### src/rtl/spi_slave_rx_if.sv
// Command handshake bundle between the SPI receiver and its consumer.
//   CMD_OUT   : last accepted command word (producer -> consumer)
//   CMD_VALID : CMD_OUT holds an unacknowledged word (producer -> consumer)
//   CMD_ACK   : consumer acknowledge, sampled on the producer clock
interface spi_slave_rx_if #(
    parameter int unsigned CMD_W = 16
);
    logic [CMD_W-1:0] CMD_OUT;
    logic             CMD_VALID;
    logic             CMD_ACK;

    // Receiver side: drives the word and its valid flag.
    modport master (
        output CMD_OUT,
        output CMD_VALID,
        input  CMD_ACK
    );

    // Consumer side: reads the word and acknowledges it.
    modport slave (
        input  CMD_OUT,
        input  CMD_VALID,
        output CMD_ACK
    );
endinterface

### src/rtl/spi_slave_rx.sv
// SPI slave command receiver, oversampled by CLK (at least 4x SCLK).
// All SPI-side inputs are asynchronous and pass through 2-flop synchronizers.
// A frame is framed by CSb low, carries CMD_W bits MSB first (sampled on SCLK
// rise), and is delivered on the CSb rising edge if it had exactly CMD_W bits.
//
// Ports:
//   CLK, RST    : block clock, synchronous active-low reset
//   SCLK, CSb,
//   MOSI        : SPI master signals (asynchronous)
//   RST_SLV     : master-driven soft reset, active high (asynchronous)
//   TRG_SLV     : master-driven trigger level (asynchronous)
//   cmd         : command handshake (CMD_OUT / CMD_VALID / CMD_ACK)
//   FRAME_ERR   : one-cycle pulse on a short or over-length frame
//   OVERRUN     : one-cycle pulse when a good frame is dropped
//   TRG_OUT     : synchronized TRG_SLV level
//   TRG_PULSE   : one-cycle pulse on a TRG_OUT rising edge
//   BUSY        : a frame is being received (RECV or OVRLEN)
module spi_slave_rx #(
    parameter int unsigned CMD_W = 16
) (
    input  logic              CLK,
    input  logic              RST,
    input  logic              SCLK,
    input  logic              CSb,
    input  logic              MOSI,
    input  logic              RST_SLV,
    input  logic              TRG_SLV,
    spi_slave_rx_if.master    cmd,
    output logic              FRAME_ERR,
    output logic              OVERRUN,
    output logic              TRG_OUT,
    output logic              TRG_PULSE,
    output logic              BUSY
);

    // Counter must reach CMD_W+1 (the first over-length SCLK rise).
    localparam int unsigned CNT_W = $clog2(CMD_W + 2);

    localparam logic [1:0] ST_IDLE   = 2'd0;
    localparam logic [1:0] ST_RECV   = 2'd1;
    localparam logic [1:0] ST_OVRLEN = 2'd2;

    // Synchronizer flops.
    logic sclk_s1, sclk_s2, sclk_s3;
    logic csb_s1,  csb_s2,  csb_s3;
    logic mosi_s1, mosi_s2;
    logic rslv_s1, rslv_s2;
    logic trg_s1;

    // Counts synchronizer fill after RST so stale reset values are never
    // mistaken for a real CSb level.
    logic [1:0] sync_fill_q;
    // Set once CSb has been seen high; a falling edge only counts when armed.
    logic       armed_q;

    logic              core_rst;
    logic              sclk_rise;
    logic              csb_rise;
    logic              csb_fall;

    logic [1:0]        state_q,     state_d;
    logic [CMD_W-1:0]  shift_q,     shift_d;
    logic [CNT_W-1:0]  cnt_q,       cnt_d;
    logic [CMD_W-1:0]  cmd_out_q,   cmd_out_d;
    logic              cmd_valid_q, cmd_valid_d;
    logic              frame_err_d;
    logic              overrun_d;
    logic              deliver;

    // Input synchronizers; cleared by RST only so the soft reset can release.
    always_ff @(posedge CLK) begin
        if (!RST) begin
            sclk_s1 <= 1'b0;
            sclk_s2 <= 1'b0;
            sclk_s3 <= 1'b0;
            csb_s1  <= 1'b1;
            csb_s2  <= 1'b1;
            csb_s3  <= 1'b1;
            mosi_s1 <= 1'b0;
            mosi_s2 <= 1'b0;
            rslv_s1 <= 1'b0;
            rslv_s2 <= 1'b0;
            sync_fill_q <= 2'd0;
        end else begin
            sclk_s1 <= SCLK;
            sclk_s2 <= sclk_s1;
            sclk_s3 <= sclk_s2;
            csb_s1  <= CSb;
            csb_s2  <= csb_s1;
            csb_s3  <= csb_s2;
            mosi_s1 <= MOSI;
            mosi_s2 <= mosi_s1;
            rslv_s1 <= RST_SLV;
            rslv_s2 <= rslv_s1;
            if (sync_fill_q != 2'd2) begin
                sync_fill_q <= sync_fill_q + 2'd1;
            end
        end
    end

    // Trigger path: unaffected by the soft reset.
    always_ff @(posedge CLK) begin
        if (!RST) begin
            trg_s1    <= 1'b0;
            TRG_OUT   <= 1'b0;
            TRG_PULSE <= 1'b0;
        end else begin
            trg_s1    <= TRG_SLV;
            TRG_OUT   <= trg_s1;
            TRG_PULSE <= trg_s1 & ~TRG_OUT;
        end
    end

    assign core_rst  = !RST || rslv_s2;
    assign sclk_rise = sclk_s2 & ~sclk_s3;
    assign csb_rise  = csb_s2 & ~csb_s3;
    assign csb_fall  = armed_q & ~csb_s2 & csb_s3;

    // Arm once a genuine (post-fill) CSb high level has been observed.
    always_ff @(posedge CLK) begin
        if (core_rst) begin
            armed_q <= 1'b0;
        end else if ((sync_fill_q == 2'd2) && csb_s2) begin
            armed_q <= 1'b1;
        end
    end

    // Next-state, datapath and handshake decode.
    always_comb begin
        state_d     = state_q;
        shift_d     = shift_q;
        cnt_d       = cnt_q;
        cmd_out_d   = cmd_out_q;
        cmd_valid_d = cmd_valid_q;
        frame_err_d = 1'b0;
        overrun_d   = 1'b0;
        deliver     = 1'b0;

        case (state_q)
            ST_IDLE: begin
                if (csb_fall) begin
                    state_d = ST_RECV;
                    shift_d = '0;
                    cnt_d   = '0;
                end
            end
            ST_RECV: begin
                // End of frame takes priority over a coincident SCLK rise.
                if (csb_rise) begin
                    state_d = ST_IDLE;
                    if (cnt_q == CNT_W'(CMD_W)) begin
                        deliver = 1'b1;
                    end else if (cnt_q != '0) begin
                        frame_err_d = 1'b1;
                    end
                end else if (sclk_rise) begin
                    shift_d = {shift_q[CMD_W-2:0], mosi_s2};
                    cnt_d   = cnt_q + CNT_W'(1);
                    if (cnt_q == CNT_W'(CMD_W)) begin
                        state_d = ST_OVRLEN;
                    end
                end
            end
            ST_OVRLEN: begin
                if (csb_rise) begin
                    state_d     = ST_IDLE;
                    frame_err_d = 1'b1;
                end
            end
            default: begin
                state_d = ST_IDLE;
            end
        endcase

        // A coincident ACK frees the slot for the new word.
        if (deliver) begin
            if (!cmd_valid_q || cmd.CMD_ACK) begin
                cmd_out_d   = shift_q;
                cmd_valid_d = 1'b1;
            end else begin
                overrun_d = 1'b1;
            end
        end else if (cmd_valid_q && cmd.CMD_ACK) begin
            cmd_valid_d = 1'b0;
        end
    end

    // State and registered outputs.
    always_ff @(posedge CLK) begin
        if (core_rst) begin
            state_q     <= ST_IDLE;
            shift_q     <= '0;
            cnt_q       <= '0;
            cmd_out_q   <= '0;
            cmd_valid_q <= 1'b0;
            FRAME_ERR   <= 1'b0;
            OVERRUN     <= 1'b0;
            BUSY        <= 1'b0;
        end else begin
            state_q     <= state_d;
            shift_q     <= shift_d;
            cnt_q       <= cnt_d;
            cmd_out_q   <= cmd_out_d;
            cmd_valid_q <= cmd_valid_d;
            FRAME_ERR   <= frame_err_d;
            OVERRUN     <= overrun_d;
            BUSY        <= (state_d != ST_IDLE);
        end
    end

    assign cmd.CMD_OUT   = cmd_out_q;
    assign cmd.CMD_VALID = cmd_valid_q;

endmodule

### src/flat_wrapper.sv
// flat-port wrapper written by rule: the top's interface ports become plain ports
module spi_slave_rx_flat 
#(
    parameter int unsigned CMD_W = 16
)
  (CLK, RST, SCLK, CSb, MOSI, RST_SLV, TRG_SLV, FRAME_ERR, OVERRUN, TRG_OUT, TRG_PULSE, BUSY, cmd_CMD_OUT, cmd_CMD_VALID, cmd_CMD_ACK);
  spi_slave_rx_if #(.CMD_W(CMD_W)) cmd_i ();
  input  logic CLK;
  input  logic RST;
  input  logic SCLK;
  input  logic CSb;
  input  logic MOSI;
  input  logic RST_SLV;
  input  logic TRG_SLV;
  output logic FRAME_ERR;
  output logic OVERRUN;
  output logic TRG_OUT;
  output logic TRG_PULSE;
  output logic BUSY;
  output wire logic [$bits(cmd_i.CMD_OUT)-1:0] cmd_CMD_OUT;
  output wire logic [$bits(cmd_i.CMD_VALID)-1:0] cmd_CMD_VALID;
  input wire logic [$bits(cmd_i.CMD_ACK)-1:0] cmd_CMD_ACK;
  assign cmd_CMD_OUT = cmd_i.CMD_OUT;
  assign cmd_CMD_VALID = cmd_i.CMD_VALID;
  assign cmd_i.CMD_ACK = cmd_CMD_ACK;
  spi_slave_rx #(.CMD_W(CMD_W)) u_core (.CLK(CLK), .RST(RST), .SCLK(SCLK), .CSb(CSb), .MOSI(MOSI), .RST_SLV(RST_SLV), .TRG_SLV(TRG_SLV), .cmd(cmd_i), .FRAME_ERR(FRAME_ERR), .OVERRUN(OVERRUN), .TRG_OUT(TRG_OUT), .TRG_PULSE(TRG_PULSE), .BUSY(BUSY));
endmodule
### config.mk
export PLATFORM = sky130hd
export DESIGN_NAME = spi_slave_rx_flat
export DESIGN_NICKNAME = d
export VERILOG_FILES = /design/src/rtl/spi_slave_rx_if.sv /design/src/rtl/spi_slave_rx.sv /design/src/flat_wrapper.sv
export SDC_FILE = /design/constraint.sdc
export NUM_CORES = 1
export LEC_CHECK = 0
export ABC_AREA = 1
export BUFFER_PORTS_ARGS = -buffer_cell sky130_fd_sc_hd__buf_4
export CAP_MARGIN = 20
export CORE_MARGIN = 5
export CORE_UTILIZATION = 62
export DETAILED_ROUTE_END_ITERATION = 12
export PLACE_DENSITY_LB_ADDON = 0.15
export SYNTH_ARGS = -nofsm -noshare
export SYNTH_HDL_FRONTEND = slang
export SYNTH_SLANG_ARGS = --single-unit
### constraint.sdc
create_clock -name CLK -period 4.12 [get_ports CLK]
set_input_delay 0.412 -clock CLK [delete_from_list [all_inputs] [get_ports CLK]]
set_output_delay 0.412 -clock CLK [all_outputs]
set_load 0.02 [all_outputs]
==> out/results.ini <==
[placed_design]
placed_cells = 420
dp_hpwl_um = 3170
port_buffers = 29
post-place-ws_ns = 1.85
gp_congestion = 0.809

[clock_tree]
cts_max_level = 3
clk_pin_slew_worst_paths_ns = 0.07
numCtsBuffers = 9
cts_tree = yes
clockRootBuffer = clkbuf_8
post_cts_buffers = 0
cts_sinks = 59
clk_latency_ns = 0.33
cts_buffer_depth = 2
cts_resized = 0
ctsHoldBuffers = 0

[timing]
clock.fmax_mhz = 442
slew_violations = 0
worst_slew_pin_slew_ns = 0.990
rsz0062_at_grt = false
slew_headroom_pct = 34.0
fin_setup_tns_ns = 0
setup_slack_ns = 1.86
fin_skew_ns = 0.00726
fin_crit_sh_pct = 54.9
finalHoldViolCount = 0
final-setup-viol-count = 0
timing.hold.ws_ns = 0.265
post-route-min-period_ns = 2.26

[floorplan]
row_count = 23
fp.dieW_um = 75.2
die-area_um2 = 5650
start_util_pct = 64.9
core_um2 = 4060
num_io_pins = 30
fp.dieH_um = 75.2

[finish]
layout.cells.non_filler = 436
nNetsFinal = 397
syn_to_final_growth_pct = 14.4
drive_above_1_share_pct = 18.1
antennaDiodeCount = 0

[setup_path]
cp.arrival_ns = 2.49
worstPathRequired_ns = 4.34
cp_slowest_cell = ha_1
worst_path_largest_cell_delay_ns = 0.82
cp_max_fo = 33
crit_path_start_kind = flop
critPathCaptureType = flop
criticalPathCategory = reg -> reg
crit_chain = inv_1 -> ha_1 -> nand2_2 -> nor2_8 -> nand3_1 -> nand2_1 -> nor2_1

[pwr]
vdd_drop_max_mv = 0.438
p_leak_nw = 1.44
p_per_area_nw_per_um2 = 396

[logic_synthesis]
syn-num-nets = 374
synth_ff_type = dfxtp_1
synth_edf_count = 0
ys_ff_latch = 59
syn_avg_cell_area_um2 = 7.33
ys_seq_area_share_pct = 44.9
synthCells = 359
ys_warn_count = 0
synth.distinct_cells = 29
synth-async-reset-ratio_pct = 0
synth_area_um2 = 2630

[global_routing]
top_usage_layer = met2
grt_pass1_wl_um = 8530
gr-usage-all-layers_pct = 19.9
met2_usage_pct = 27.8
overflow = 0
grt_pass1_vias = 1950
grt_use_met3_pct = 5.07
grt_max_degree = 35
antenna_found_initial = 0
grt_use_met1_pct = 27.5

[routing]
post-route-drc-count = 0
vias_per_cell = 4.84
via_count = 2112
dr.pass1.iters = 4
ant_nets = 0
wl_per_cell_um = 11.4
first_iter_violations = 130
wl_um = 4980

[hold_path]
hold_path_class = in -> reg

[run_status]
status = complete, no violations

[run]
maxCapViolations = 0

==> cells in the mapped netlist, types with 4 or more instances <==
| cell | instances | area (µm²) |
|---|---|---|
| a21oi_1 | 24 | 120 |
| buf_6 | 5 | 56.3 |
| clkbuf_1 | 8 | 30.0 |
| dfxtp_1 | 59 | 1180 |
| ha_1 | 7 | 87.6 |
| inv_1 | 42 | 158 |
| inv_2 | 6 | 22.5 |
| nand2_1 | 109 | 409 |
| nand2_2 | 5 | 31.3 |
| nand3_1 | 21 | 105 |
| nand4_1 | 4 | 25.0 |
| nor2_1 | 40 | 150 |
| o21ai_0 | 6 | 30.0 |
==> where the power goes <==
part | switching, W | internal, W
sequential | 0.0000105 | 0.000591
clock | 0.000210 | 0.000296
combinational | 0.0000529 | 0.0000307
==> routing by layer <==
metal | part of all wire, % | vias to the layer above
li1 | - | 1139
met1 | 52 | 925
met2 | 41 | 38
met3 | 5.3 | 10
met4 | 1.9 | 0
met5 | 0 | -
==> per-stage QoR <==
stage	area, µm²	total power (W)	util, %
after floorplan	2630	0.000679	-
after global placement	2790	0.000695	68.7
after detailed placement	2790	0.000697	68.7
after CTS	2980	0.00120	73.5
after global routing	3010	0.00124	74.2
final	3010	0.00119	74.2
==> final cells by class <==
type | count | area (µm²)
repair buffers | 30 | 245
well taps | 50 | 62.6
fillers | 328 | 1050
multi-input cells | 233 | 1130
flip-flops and latches | 59 | 1180
inverters | 49 | 191
clock inverters | 1 | 5.00
clock buffers | 14 | 193
==> kinds of logic (layout without fill, tap and decap cells) <==
family / Yosys count / count (layout) / share of synthesized area (%)
simple gates: 193 / 193 / 33.2
buf+inv: 67 / 94 / 12.1
flops: 59 / 59 / 44.9
compound gates: 32 / 32 / 6.23
fa+ha+maj: 7 / 7 / 3.33
xor+xnor: 1 / 1 / 0.333
==> sequential cells by signal (all words and copies together), names as in the netlist, 2 cells and up <==
name,count
u_core.shift_q,16
u_core.cnt_q,5
u_core.cmd.CMD_OUT,16
u_core.sync_fill_q,2
u_core.state_q,2
==> layout by cell type, fill, tap and decap left out, drive strengths merged <==
| cell type | count |
|---|---|
| a21oi | 25 |
| xor2 | 1 |
| nor3 | 2 |
| clkbuf | 14 |
| nand2 | 118 |
| or2 | 3 |
| inv | 49 |
| buf | 30 |
| clkinv | 1 |
| nand4 | 5 |
| dfxtp | 59 |
| nand3 | 21 |
| ha | 7 |
| nor2 | 44 |
| o21ai | 7 |
==> worst paths after layout <==
kind                startpoint               endpoint  slack, ns  depth (start not counted)
min                       MOSI         u_core.mosi_s1       0.27                          3
min reg2reg     u_core.sclk_s1         u_core.sclk_s2       0.41                          2
max          u_core.state_q[1]  u_core.cmd.CMD_OUT[2]       1.86                          7
max reg2reg  u_core.state_q[1]  u_core.cmd.CMD_OUT[2]       1.86                          7
==> worst max-delay path, delay by kind of cell (launching register included) <==
family        cells  cell delay [ns]
flops             1             0.33
buf+inv           1             0.10
fa+ha+maj         1             0.82
simple gates      5             0.90
Power figures use the tool's default switching activity.
